<file path="src/rtl/seq_alu_pkg.sv">
// Shared opcodes, FSM states and flag helpers for the sequential ALU.
package alu_pkg;

  localparam logic [2:0] OP_ADD   = 3'b000;
  localparam logic [2:0] OP_SUB   = 3'b001;
  localparam logic [2:0] OP_OR    = 3'b010;
  localparam logic [2:0] OP_NAND  = 3'b011;
  localparam logic [2:0] OP_SHIFT = 3'b100;
  localparam logic [2:0] OP_MUL   = 3'b101;

  typedef enum logic {
    S_IDLE = 1'b0,
    S_MUL  = 1'b1
  } state_t;

  // Two's-complement overflow from operand and result sign bits.
  function automatic logic add_ovf(input logic a_msb, input logic b_msb, input logic r_msb);
    return (a_msb == b_msb) && (r_msb != a_msb);
  endfunction

  function automatic logic sub_ovf(input logic a_msb, input logic b_msb, input logic r_msb);
    return (a_msb != b_msb) && (r_msb != a_msb);
  endfunction

endpackage

</file>
<file path="src/rtl/seq_alu_if.sv">
// Request/result bundle between the datapath controller and the sequential ALU.
interface seq_alu_if #(
  parameter int WIDTH = 8
);
  logic             start;
  logic [2:0]       ALUOp;
  logic [WIDTH-1:0] in1;
  logic [WIDTH-1:0] in2;
  logic [WIDTH-1:0] out;
  logic             N;
  logic             Z;
  logic             C;
  logic             V;
  logic             busy;
  logic             done;

  modport master (
    output start, ALUOp, in1, in2,
    input  out, N, Z, C, V, busy, done
  );

  modport slave (
    input  start, ALUOp, in1, in2,
    output out, N, Z, C, V, busy, done
  );
endinterface

</file>
<file path="src/rtl/seq_alu_mul.sv">
// Shift-add multiplier datapath: one multiplier bit per cycle after load.
module seq_mul #(
  parameter int WIDTH = 8
) (
  input  logic               clock,
  input  logic               reset,
  input  logic               load,
  input  logic [WIDTH-1:0]   a,
  input  logic [WIDTH-1:0]   b,
  output logic [2*WIDTH-1:0] product,
  output logic               last
);

  localparam int CW = $clog2(WIDTH);

  logic [WIDTH-1:0]   mcand_r;
  logic [WIDTH-1:0]   mplier_r;
  logic [2*WIDTH-1:0] acc_r;
  logic [CW-1:0]      count_r;
  logic               active_r;
  logic [WIDTH:0]     sum_s;
  logic [2*WIDTH-1:0] acc_next_s;

  // One iteration: conditional add into the high half, then shift right keeping the carry.
  always_comb begin
    sum_s      = {1'b0, acc_r[2*WIDTH-1:WIDTH]}
               + (mplier_r[0] ? {1'b0, mcand_r} : {(WIDTH+1){1'b0}});
    acc_next_s = {sum_s, acc_r[WIDTH-1:1]};
  end

  // product is the accumulator after the current iteration, so the caller
  // can capture the final value on the same edge that completes it.
  assign product = acc_next_s;
  assign last    = active_r && (count_r == CW'(WIDTH - 1));

  // Operand load and iteration state.
  always_ff @(posedge clock) begin
    if (reset) begin
      mcand_r  <= {WIDTH{1'b0}};
      mplier_r <= {WIDTH{1'b0}};
      acc_r    <= {(2*WIDTH){1'b0}};
      count_r  <= {CW{1'b0}};
      active_r <= 1'b0;
    end else if (load) begin
      mcand_r  <= a;
      mplier_r <= b;
      acc_r    <= {(2*WIDTH){1'b0}};
      count_r  <= {CW{1'b0}};
      active_r <= 1'b1;
    end else if (active_r) begin
      acc_r    <= acc_next_s;
      mplier_r <= mplier_r >> 1;
      count_r  <= count_r + CW'(1);
      active_r <= ~last;
    end
  end

endmodule

</file>
<file path="src/rtl/seq_alu.sv">
// Registered ALU: single-cycle logic/arith/shift ops plus a WIDTH-cycle multiply.
module seq_alu
  import alu_pkg::*;
#(
  parameter int WIDTH = 8,
  parameter int SHW   = $clog2(WIDTH)
) (
  input  logic       clock,
  input  logic       reset,
  seq_alu_if.slave   bus
);

  state_t             state_r;
  state_t             state_next_s;
  logic [WIDTH-1:0]   out_r;
  logic               n_r, z_r, c_r, v_r, busy_r, done_r;

  logic [WIDTH:0]     add_s, sub_s, shl_s, shr_s;
  logic [SHW-1:0]     shamt_s;
  logic [WIDTH-1:0]   res_s, fin_res_s;
  logic               c_s, v_s, fin_c_s, fin_v_s;
  logic               load_s, capture_s, sel_mul_s;
  logic [2*WIDTH-1:0] product_s;
  logic               mul_last_s;

  seq_mul #(.WIDTH(WIDTH)) u_mul (
    .clock   (clock),
    .reset   (reset),
    .load    (load_s),
    .a       (bus.in1),
    .b       (bus.in2),
    .product (product_s),
    .last    (mul_last_s)
  );

  // Single-cycle operations; the extra top bit of each wide result is the carry/shift-out.
  always_comb begin
    shamt_s = bus.in2[SHW-1:0];
    add_s   = {1'b0, bus.in1} + {1'b0, bus.in2};
    sub_s   = {1'b0, bus.in1} - {1'b0, bus.in2};
    shl_s   = {1'b0, bus.in1} << shamt_s;
    shr_s   = {bus.in1, 1'b0} >> shamt_s;
    res_s   = {WIDTH{1'b0}};
    c_s     = 1'b0;
    v_s     = 1'b0;
    case (bus.ALUOp)
      OP_ADD: begin
        res_s = add_s[WIDTH-1:0];
        c_s   = add_s[WIDTH];
        v_s   = add_ovf(bus.in1[WIDTH-1], bus.in2[WIDTH-1], add_s[WIDTH-1]);
      end
      OP_SUB: begin
        res_s = sub_s[WIDTH-1:0];
        c_s   = ~sub_s[WIDTH];
        v_s   = sub_ovf(bus.in1[WIDTH-1], bus.in2[WIDTH-1], sub_s[WIDTH-1]);
      end
      OP_OR:   res_s = bus.in1 | bus.in2;
      OP_NAND: res_s = ~(bus.in1 & bus.in2);
      OP_SHIFT: begin
        if (bus.in2[SHW]) begin
          res_s = shl_s[WIDTH-1:0];
          c_s   = shl_s[WIDTH];
        end else begin
          res_s = shr_s[WIDTH:1];
          c_s   = shr_s[0];
        end
      end
      default: res_s = {WIDTH{1'b0}};
    endcase
  end

  // FSM next state and capture controls.
  always_comb begin
    state_next_s = state_r;
    load_s       = 1'b0;
    capture_s    = 1'b0;
    sel_mul_s    = 1'b0;
    case (state_r)
      S_IDLE: begin
        if (bus.start) begin
          if (bus.ALUOp == OP_MUL) begin
            load_s       = 1'b1;
            state_next_s = S_MUL;
          end else begin
            capture_s    = 1'b1;
          end
        end else begin
          state_next_s = S_IDLE;
        end
      end
      S_MUL: begin
        if (mul_last_s) begin
          capture_s    = 1'b1;
          sel_mul_s    = 1'b1;
          state_next_s = S_IDLE;
        end else begin
          state_next_s = S_MUL;
        end
      end
      default: state_next_s = S_IDLE;
    endcase
  end

  // Result source: multiplier on completion, otherwise the single-cycle path.
  always_comb begin
    fin_res_s = sel_mul_s ? product_s[WIDTH-1:0] : res_s;
    fin_c_s   = sel_mul_s ? (|product_s[2*WIDTH-1:WIDTH]) : c_s;
    fin_v_s   = sel_mul_s ? 1'b0 : v_s;
  end

  // State, result and flag registers; results hold until the next capture.
  always_ff @(posedge clock) begin
    if (reset) begin
      state_r <= S_IDLE;
      out_r   <= {WIDTH{1'b0}};
      n_r     <= 1'b0;
      z_r     <= 1'b1;
      c_r     <= 1'b0;
      v_r     <= 1'b0;
      busy_r  <= 1'b0;
      done_r  <= 1'b0;
    end else begin
      state_r <= state_next_s;
      busy_r  <= (state_next_s == S_MUL);
      done_r  <= capture_s;
      if (capture_s) begin
        out_r <= fin_res_s;
        n_r   <= fin_res_s[WIDTH-1];
        z_r   <= (fin_res_s == {WIDTH{1'b0}});
        c_r   <= fin_c_s;
        v_r   <= fin_v_s;
      end
    end
  end

  assign bus.out  = out_r;
  assign bus.N    = n_r;
  assign bus.Z    = z_r;
  assign bus.C    = c_r;
  assign bus.V    = v_r;
  assign bus.busy = busy_r;
  assign bus.done = done_r;

endmodule

</file>
<file path="src/flat_wrapper.sv">
// flat-port wrapper written by rule: the top's interface ports become plain ports
module seq_alu_flat import alu_pkg::*;
#(
  parameter int WIDTH = 8,
  parameter int SHW   = $clog2(WIDTH)
)
  (clock, reset, bus_start, bus_ALUOp, bus_in1, bus_in2, bus_out, bus_N, bus_Z, bus_C, bus_V, bus_busy, bus_done);
  seq_alu_if #(.WIDTH(WIDTH)) bus_i ();
  input  logic clock;
  input  logic reset;
  input wire logic [$bits(bus_i.start)-1:0] bus_start;
  input wire logic [$bits(bus_i.ALUOp)-1:0] bus_ALUOp;
  input wire logic [$bits(bus_i.in1)-1:0] bus_in1;
  input wire logic [$bits(bus_i.in2)-1:0] bus_in2;
  output wire logic [$bits(bus_i.out)-1:0] bus_out;
  output wire logic [$bits(bus_i.N)-1:0] bus_N;
  output wire logic [$bits(bus_i.Z)-1:0] bus_Z;
  output wire logic [$bits(bus_i.C)-1:0] bus_C;
  output wire logic [$bits(bus_i.V)-1:0] bus_V;
  output wire logic [$bits(bus_i.busy)-1:0] bus_busy;
  output wire logic [$bits(bus_i.done)-1:0] bus_done;
  assign bus_i.start = bus_start;
  assign bus_i.ALUOp = bus_ALUOp;
  assign bus_i.in1 = bus_in1;
  assign bus_i.in2 = bus_in2;
  assign bus_out = bus_i.out;
  assign bus_N = bus_i.N;
  assign bus_Z = bus_i.Z;
  assign bus_C = bus_i.C;
  assign bus_V = bus_i.V;
  assign bus_busy = bus_i.busy;
  assign bus_done = bus_i.done;
  seq_alu #(.WIDTH(WIDTH), .SHW(SHW)) u_core (.clock(clock), .reset(reset), .bus(bus_i));
endmodule
</file>
<file path="config.mk">
export PLATFORM = sky130hd
export DESIGN_NAME = seq_alu_flat
export DESIGN_NICKNAME = d
export VERILOG_FILES = /design/src/rtl/seq_alu_pkg.sv /design/src/rtl/seq_alu_if.sv /design/src/rtl/seq_alu_mul.sv /design/src/rtl/seq_alu.sv /design/src/flat_wrapper.sv
export SDC_FILE = /design/constraint.sdc
export NUM_CORES = 1
export LEC_CHECK = 0
export ABC_AREA = 1
export BUFFER_PORTS_ARGS = -buffer_cell sky130_fd_sc_hd__buf_2
export CAP_MARGIN = 20
export CORE_UTILIZATION = 45
export DETAILED_ROUTE_END_ITERATION = 16
export PLACE_DENSITY_LB_ADDON = 0.1
export RECOVER_POWER = 25
export SLEW_MARGIN = 20
export SYNTH_ARGS = -nofsm -noshare
export SYNTH_HDL_FRONTEND = slang
export SYNTH_HIERARCHICAL = 1
export SYNTH_SLANG_ARGS = --single-unit
</file>
<file path="constraint.sdc">
create_clock -name clock -period 2.89 [get_ports clock]
set_clock_uncertainty 0.05 [all_clocks]
set_input_delay 0.4335 -clock clock [delete_from_list [all_inputs] [get_ports clock]]
set_output_delay 0.4335 -clock clock [all_outputs]
set_load 0.005 [all_outputs]
</file>
==> results of run 1 <==
## path summary, 6_finish.rpt
| path | depth (start not counted) | slack (ps) | start | end |
|---|---|---|---|---|
| setup reg to reg | 14 | 500 | u_core/u_mul/mplier_r[0] | u_core/bus.C |
| setup / recovery | 14 | 500 | u_core/u_mul/mplier_r[0] | u_core/bus.C |
| hold / removal | 2 | 360 | reset | u_core/bus.V |
| hold reg to reg | 2 | 410 | u_core/u_mul/mplier_r[1] | u_core/u_mul/mplier_r[0] |
## layout by cell type, fill, tap and decap left out, types with 2 or more instances in the layout
master | synthesis | final
o22ai_1 | 6 | 6
nand2_1 | 168 | 168
inv_2 | 11 | 11
ha_1 | 35 | 35
xor2_1 | 4 | 4
a21oi_1 | 34 | 34
dfxtp_1 | 48 | 48
o211ai_1 | 4 | 4
nor4_1 | 2 | 2
o21ai_0 | 26 | 26
a221oi_1 | 5 | 5
buf_2 | 10 | 33
nor2_1 | 61 | 61
nand4_1 | 7 | 7
inv_1 | 83 | 83
bufinv_16 | 0 | 2
nor2_2 | 2 | 2
clkbuf_8 | 0 | 5
o21bai_1 | 4 | 4
nand2_2 | 3 | 3
fa_1 | 3 | 3
clkbuf_1 | 3 | 3
o21ai_1 | 6 | 6
buf_4 | 12 | 3
nand3_1 | 96 | 96
clkinv_1 | 3 | 3
or2_1 | 2 | 2
## flip-flops by register name, summed over array words and instances, names as in the netlist
| register | flops |
|---|---|
| u_core/u_mul/mcand_r | 8 |
| u_core/u_mul/count_r | 3 |
| u_core/u_mul/acc_r | 15 |
| u_core/u_mul/mplier_r | 8 |
| u_core/bus.out | 8 |
| u_core/bus.done | 1 |
| u_core/bus.busy | 1 |
| u_core/bus.C | 1 |
| u_core/bus.V | 1 |
| u_core/bus.Z | 1 |
| u_core/u_mul/active_r | 1 |
## kinds of logic after synthesis
logic type | synth area share (%)
AO/OA/AOI/OAI | 13.1
flip-flops | 23.5
buffers and inverters | 13.3
AND/OR/NAND/NOR | 36.9
XOR/XNOR | 1.07
adder cells (fa/ha/maj) | 12.2
## layer usage
layer / track usage [%] / up-vias / routed length, um
met2: 39.9 / 121 / 5160
li1: - / 2156 / -
met5: 0 / - / 0
met1: 35.0 / 1903 / 5560
met4: 5.32 / 0 / 116
met3: 2.73 / 11 / 555
## stage by stage
| step | total power, mW | cell area [um2] | util, % | hold WS (ps) | instances |
|---|---|---|---|---|---|
| 6_report | 1.72 | 4380 | 50.0 | 361 | 783 |
| 5_1_grt | 1.83 | 4380 | 50.0 | 362 | 783 |
| 4_1_cts | 1.73 | 4390 | 50.1 | 353 | 783 |
| 3_5_place_dp | 1.16 | 4260 | 48.6 | 397 | 776 |
| 3_3_place_gp | 1.16 | 4260 | 48.6 | 394 | 776 |
| 2_1_floorplan | 1.03 | 4100 | - | 381 | 656 |
## final cells by class
cell class / count / share of cell area [%]
clock buffer: 5 / 1.57
clock inverter: 2 / 1.37
inverter: 98 / 8.45
multi-input combinational: 483 / 59.1
sequential: 48 / 21.9
tap: 108 / 3.08
timing repair buffer: 39 / 4.54
## worst max-delay path, stage by stage (launching register included)
cell and delay (ps):
dfxtp_1 390, nand2_1 100, inv_1 50, ha_1 200, fa_1 430, nand2_1 90
nand2_1 70, nand3b_1 100, nand2_1 70, nand2_1 80, nand2_1 50, nor4_1 310
a21oi_1 110, o21ai_1 120, nand2_1 70
## power groups by stage
stage	logic [mW]	clock network, mW	registers [mW]
after floorplan	0.310	0	0.719
after global placement	0.435	0	0.722
after detailed placement	0.441	0	0.722
after CTS	0.443	0.583	0.707
after global routing	0.500	0.616	0.711
final	0.445	0.563	0.707
==> flow_summary.toml, run 1 <==
[outcome]
status = "finished, final reports clean"

[sta]
max_slew.worst_pin.slew_ps = 648
fmax_mhz = 419
finalSetupViolCount = 0
period_needed_ps = 2390
hold_violations = 0
tns_ps = 0
slew_violations = 0
rsz0062_at_grt = "false"
fin_crit_sh_pct = 82.6
finalWorstSetupSlack_ps = 503
slew_headroom_pct = 56.6

[synth]
yosysSeqAreaShare_pct = 23.5
synth_cell_types = 42
yosysWarnings = 6
synthTopCellsByCount = "nand2_1 (168), nand3_1 (96), inv_1 (83)"
ys_async_sr_fraction_pct = 0
yosys.area.top_type = "dfxtp_1"
postSynthCellCount = 656
synth_edf_count = 0
synth_seq_cells = 48
avgSynthCellArea_um2 = 6.24
ys.flop_type = "dfxtp_1"
synth_top_cell_area_share_pct = 23.5
syn_nets = 716
synth_area_leaders = "dfxtp_1 (23%), nand2_1 (15%), nand3_1 (12%), ha_1 (11%), inv_1 (7.6%)"
synth_area_um2 = 4100
synth_most_common_cell = "nand2_1"

[drt]
route.detailed.drc = 0
antenna_left = 0
drt_pass1_iterations = 5
drtIter0Drc = 220
wirelength_um = 11400
num_vias = 4191
drt-vias-per-instance = 5.35
routedWlPerCell_um = 14.6

[floorplanning]
start_util_pct = 46.7
die_h_um = 97.4
core_um2 = 8760
dieArea_um2 = 9490
rows = 34
io_pins = 36
die_w_um = 97.4

[power]
pwr-share-comb_pct = 25.9
p_int_mw = 1.18
p_per_area_nw_per_um2 = 391
peakVddDrop_mv = 0.211
power_switching_uw = 535
p_leak_nw = 2.35
seqPwrFrac_pct = 41.2
clkPwrFrac_pct = 32.8
netSwitchingFraction_pct = 31.2

[worst_hold_path]
hp-class = "in -> reg"

[clock_tree]
cts_tree = "built"
htree_levels = 2
cts_buffers = 5
clockBufferDepth = 2
clock_latency_ps = 300
clockRootBuffer = "clkbuf_8"
holdBufCountCts = 0
cts.sinks = 48
cts_setup_buffers = 0
clk_pin_slew_worst_paths_ps = 90
ctsResizeCount = 0

[finish]
syn_to_final_growth_pct = 7.06
ff_latch_area_um2 = 961
nets = 735
multi_input_comb_area_um2 = 2590
n_fill_cell = 950
drive_gt1_share_pct = 10.1
diodes = 0

[global_routing]
grt_usage_pct = 24.6
overflow = 0
grt_max_degree = 25
grt_pass1_vias = 3913
antenna_found_initial = 0
grt_pass1_wl_um = 18900

[placement]
dp_hpwl_um = 8920
pre_cts_slack_ps = 420
gp_congestion = 0.946
portBuffers = 35

[setup_path]
worst_setup_path_start_kind = "register"
critical_path_class = "reg -> reg"
arrival_ps = 2530
critPathMaxFanout = 9
cp-end-kind = "register"
critical_path_required_ps = 3030

[flow_run]
drv_cap = 0
(Power assumes the default switching activity.)
==> run 2: changes to the inputs <==
==> constraint.sdc (replaced) <==
create_clock -name clock -period 2.4 [get_ports clock]
set_clock_uncertainty 0.05 [all_clocks]
set_input_delay 0.36 -clock clock [delete_from_list [all_inputs] [get_ports clock]]
set_output_delay 0.36 -clock clock [all_outputs]
set_load 0.005 [all_outputs]
==> flow_summary.toml, run 2 (synthesis gave the netlist of run 1 again) <==
[drt]
num_vias = 4237
route.detailed.drc = 0
routedWlPerCell_um = 14.0
wirelength_um = 11200
drt_pass1_iterations = 6
antenna_left = 0
drt-vias-per-instance = 5.31
drtIter0Drc = 256

[power]
netSwitchingFraction_pct = 35.0
power_switching_uw = 668
total_power_mw = 1.91
peakVddDrop_mv = 0.276
clkPwrFrac_pct = 26.2
p_int_mw = 1.24
pwr-share-comb_pct = 29.3
p_per_area_nw_per_um2 = 425
seqPwrFrac_pct = 44.5
p_leak_nw = 2.40

[placement]
portBuffers = 35
gp_congestion = 0.923
dp.cells = 790
dp_hpwl_um = 8810

[setup_path]
critical_path_required_ps = 2560
cp-end-kind = "register"
arrival_ps = 2380
critical_path_class = "reg -> reg"
critPathMaxFanout = 2
worst_setup_path_start_kind = "register"

[finish]
nets = 749
diodes = 0
largest_reg_flops = 15
syn_to_final_growth_pct = 9.56
final_util_pct = 51.2
layout_commonest_cell = "nand2_1"
drive_gt1_share_pct = 12.8
final_cells = 798
regMostFlops = "u_core/u_mul/acc_r"
layout_common_cells = "nand2_1 (168), nand3_1 (96), inv_1 (83)"

[floorplanning]
die_w_um = 97.4
dieArea_um2 = 9490
die_h_um = 97.4
start_util_pct = 46.7
io_pins = 36
core_um2 = 8760
rows = 34

[clock_tree]
holdBufCountCts = 0
clock_latency_ps = 310
clockBufferDepth = 2
cts_setup_buffers = 0
clk_pin_slew_worst_paths_ps = 100
cts_tree = "built"
clockRootBuffer = "clkbuf_8"
htree_levels = 2
cts_buffers = 5
cts.sinks = 48

[global_routing]
grt_pass1_wl_um = 18600
grt_usage_pct = 24.1
overflow = 0
grt_max_degree = 25
grt_pass1_vias = 4001
antenna_found_initial = 0

[sta]
slew_headroom_pct = 61.5
hold_violations = 0
fmax_mhz = 451
period_needed_ps = 2220
fin_hold_ws_ps = 304
max_slew.worst_pin.slew_ps = 574
finalSetupViolCount = 0
tns_ps = 0
slew_violations = 0
fin_crit_sh_pct = 92.4

[worst_hold_path]
hp-class = "in -> reg"

[flow_run]
drv_cap = 0

[outcome]
status = "finished, final reports clean"
==> run 2: worst max-delay path, cell delays in order, from the launching register on <==
cell     delay, ps
dfxtp_1        320
nand2_1         70
inv_1           40
ha_2           180
fa_2           370
nand2_1         80
nand2_1         70
nand2_1         70
xor2_1         210
inv_1           90
nor4_2         250
a21oi_2        120
o21ai_1        130
nand2_1         70
==> run 2: timing repair <==
item / CTS / global route
resized for setup: 1 / 6
endpoints found under the setup margin: 1 / 1
pin swaps: 0 / 3
==> run 2: through the flow <==
stage          instance area (um2)  setup WS, ps
2_1_floorplan                 4100           179
3_3_place_gp                  4370         -15.9
3_5_place_dp                  4370          18.7
4_1_cts                       4460          50.6
5_1_grt                       4490         -2.81
6_report                      4490           183
==> run 2: layout make-up <==
class / count / area [um2]
Clock buffer: 5 / 68.8
Clock inverter: 3 / 22.5
Fill cell: 951 / 4280
Inverter: 98 / 370
Multi-Input combinational cell: 483 / 2620
Sequential cell: 48 / 961
Tap cell: 108 / 135
Timing Repair Buffer: 53 / 305
==> run 2: power by group through the flow <==
stage | sequential, mW | clock (mW) | combinational [mW]
floorplan | 0.866 | 0 | 0.374
global placement | 0.867 | 0 | 0.540
detailed placement | 0.868 | 0 | 0.544
CTS | 0.850 | 0.517 | 0.549
global route | 0.854 | 0.553 | 0.628
finish | 0.849 | 0.500 | 0.558
==> run 2: worst paths after layout <==
kind,startpoint,end,slack (ps),cells past startpoint
min,reset,u_core/bus.V,300,2
max,u_core/u_mul/mcand_r[0],u_core/bus.C,180,13
min reg2reg,u_core/u_mul/acc_r[1],u_core/u_mul/acc_r[1],410,2
max reg2reg,u_core/u_mul/mcand_r[0],u_core/bus.C,180,13
==> run 2: per-layer routing <==
layer  vias up  global-route usage (%)  share of wire [%]
met2       113                    39.3                 45
met1      1925                    32.8                 47
met3        19                    3.96                5.4
met4         0                    6.33                1.9
li1       2180                       -                  -
met5         -                       0                  0
==> run 3: changes to the inputs <==
--- a/config.mk
+++ b/config.mk
@@ -10,8 +10,10 @@
 export CAP_MARGIN = 20
 export CORE_UTILIZATION = 45
 export DETAILED_ROUTE_END_ITERATION = 16
+export GPL_TIMING_DRIVEN = 0
 export PLACE_DENSITY_LB_ADDON = 0.1
 export RECOVER_POWER = 25
+export REMOVE_ABC_BUFFERS = 1
 export SLEW_MARGIN = 20
 export SYNTH_ARGS = -nofsm -noshare
 export SYNTH_HDL_FRONTEND = slang
==> flow_summary.toml, run 3 (synthesis gave the netlist of run 1 again) <==
[outcome]
status = "finished, final reports clean"

[finish]
final_util_pct = 50.6
diodes = 0
final_cells = 784
syn_to_final_growth_pct = 8.22
nets = 735
regMostFlops = "u_core/u_mul/acc_r"
largest_reg_flops = 15
stdcell_area_um2 = 4430
layout_common_cells = "nand2_1 (164), nand3_1 (96), inv_1 (83)"
n_fill_cell = 946
layout_commonest_cell = "nand2_1"
drive_gt1_share_pct = 12.3

[setup_path]
critical_path_required_ps = 2540
arrival_ps = 2400
critPathMaxFanout = 8
rr_startpoint = "u_core/u_mul/mplier_r[0]"
worst_setup_path_start_kind = "register"
cp-end-kind = "register"
cpMaxStageDelayCell = "dfxtp_4"
critical_path_class = "reg -> reg"
reg2regPathDepth = 12
worst_path_most_repeated_cell = "nand2_1"
cp_cell_sequence = "buf_4 > nand2_1 > inv_1 > ha_1 > or2_1 > nand2_1 > xor2_1 > inv_1 > nor4_4 > a21oi_2 > o21ai_1 > nand2_1"
startpoint = "u_core/u_mul/mplier_r[0]"
worst_path_largest_cell_delay_ps = 350

[worst_hold_path]
holdPathStages = 2
hp-class = "in -> reg"
min-delay-start = "reset"

[sta]
slew_violations = 0
period_needed_ps = 2260
fmax_mhz = 443
max_slew.worst_pin.slew_ps = 596
hold_violations = 0
slew_headroom_pct = 60.0
fin_crit_sh_pct = 94.0
finalSetupViolCount = 0

[clock_tree]
clock_latency_ps = 300
htree_levels = 2
cts_tree = "built"
clockRootBuffer = "clkbuf_8"
clockBufferDepth = 2
cts.sinks = 48
holdBufCountCts = 0
clk_pin_slew_worst_paths_ps = 90
cts_buffers = 5

[drt]
route.detailed.drc = 0
wirelength_um = 10900
num_vias = 4212
routedWlPerCell_um = 13.9
drtIter0Drc = 282
drt-vias-per-instance = 5.37
antenna_left = 0
drt_pass1_iterations = 5

[power]
netSwitchingFraction_pct = 34.6
p_leak_nw = 2.34
p_int_mw = 1.23
seqPwrFrac_pct = 45.4
peakVddDrop_mv = 0.201
power_switching_uw = 649
total_power_mw = 1.88
p_per_area_nw_per_um2 = 423
clkPwrFrac_pct = 25.5
pwr-share-comb_pct = 29.1

[global_routing]
grt_pass1_wl_um = 18300
grt_pass1_vias = 3946
grt_max_degree = 26
grt_usage_pct = 23.5
antenna_found_initial = 0
overflow = 0

[placement]
place_area_um2 = 4240
dp_hpwl_um = 8340
gp_congestion = 0.960
portBuffers = 35
dp.cells = 772

[floorplanning]
die_h_um = 97.4
rows = 34
start_util_pct = 46.7
dieArea_um2 = 9490
die_w_um = 97.4
core_um2 = 8760
io_pins = 36

[flow_run]
drv_cap = 0
==> run 3: cell count changes in the layout (fill, tap and decap cells not counted), sizes merged <==
cell	change
buf	-13
clkinv	-1
clkinvlp	+1
inv	-1
==> run 3: worst paths after layout <==
path	endpoint	slack, ps
min reg2reg	u_core/u_mul/acc_r[1]	410
min	u_core/bus.V	290
max reg2reg	u_core/bus.C	140
max	u_core/bus.C	140
==> run 3: cell type report <==
class	instances	area [um2]	area share (%)
multi-input combinational	483	2670	60.2
sequential	48	966	21.8
inverter	98	370	8.36
timing repair buffer	39	205	4.63
tap	108	135	3.05
clock buffer	6	72.6	1.64
clock inverter	2	16.3	0.367
==> run 3: repair_timing <==
item	4_1_cts	5_1_grt
setup buffers	0	4
pin swaps	1	3
gates cloned	0	0
endpoints found under the setup margin	10	14
gates resized for setup	8	10
==> run 3: metrics by stage <==
step	TNS, ps	worst slack, ps	hold slack, ps
CTS	0	11.8	282
global route	-25.2	-25.2	293
finish	0	145	286
global placement	-14740	-818	395
detailed placement	-2650	-238	401
floorplan	0	152	379
==> run 3: layer usage <==
metal	global-route usage, %	vias up	wire length, um
li1	-	2147	-
met5	0	-	0
met4	6.67	0	144
met1	32.7	1907	5150
met3	3.45	12	710
met2	37.5	146	4910
==> run 3: power groups by stage <==
| stage | Combinational (mW) | Clock, mW | Sequential (mW) |
|---|---|---|---|
| CTS | 0.528 | 0.504 | 0.855 |
| global route | 0.617 | 0.534 | 0.859 |
| floorplan | 0.345 | 0 | 0.871 |
| finish | 0.546 | 0.478 | 0.853 |
| global placement | 0.509 | 0 | 0.872 |
| detailed placement | 0.520 | 0 | 0.873 |
==> run 3: critical path: cells and delay by family, from the launching register on <==
kind | cells | cell delay, ps
XOR/XNOR | 1 | 210
adder cells (fa/ha/maj) | 1 | 300
AND/OR/NAND/NOR | 5 | 710
AO/OA/AOI/OAI | 2 | 220
flip-flops | 1 | 350
buffers and inverters | 3 | 300
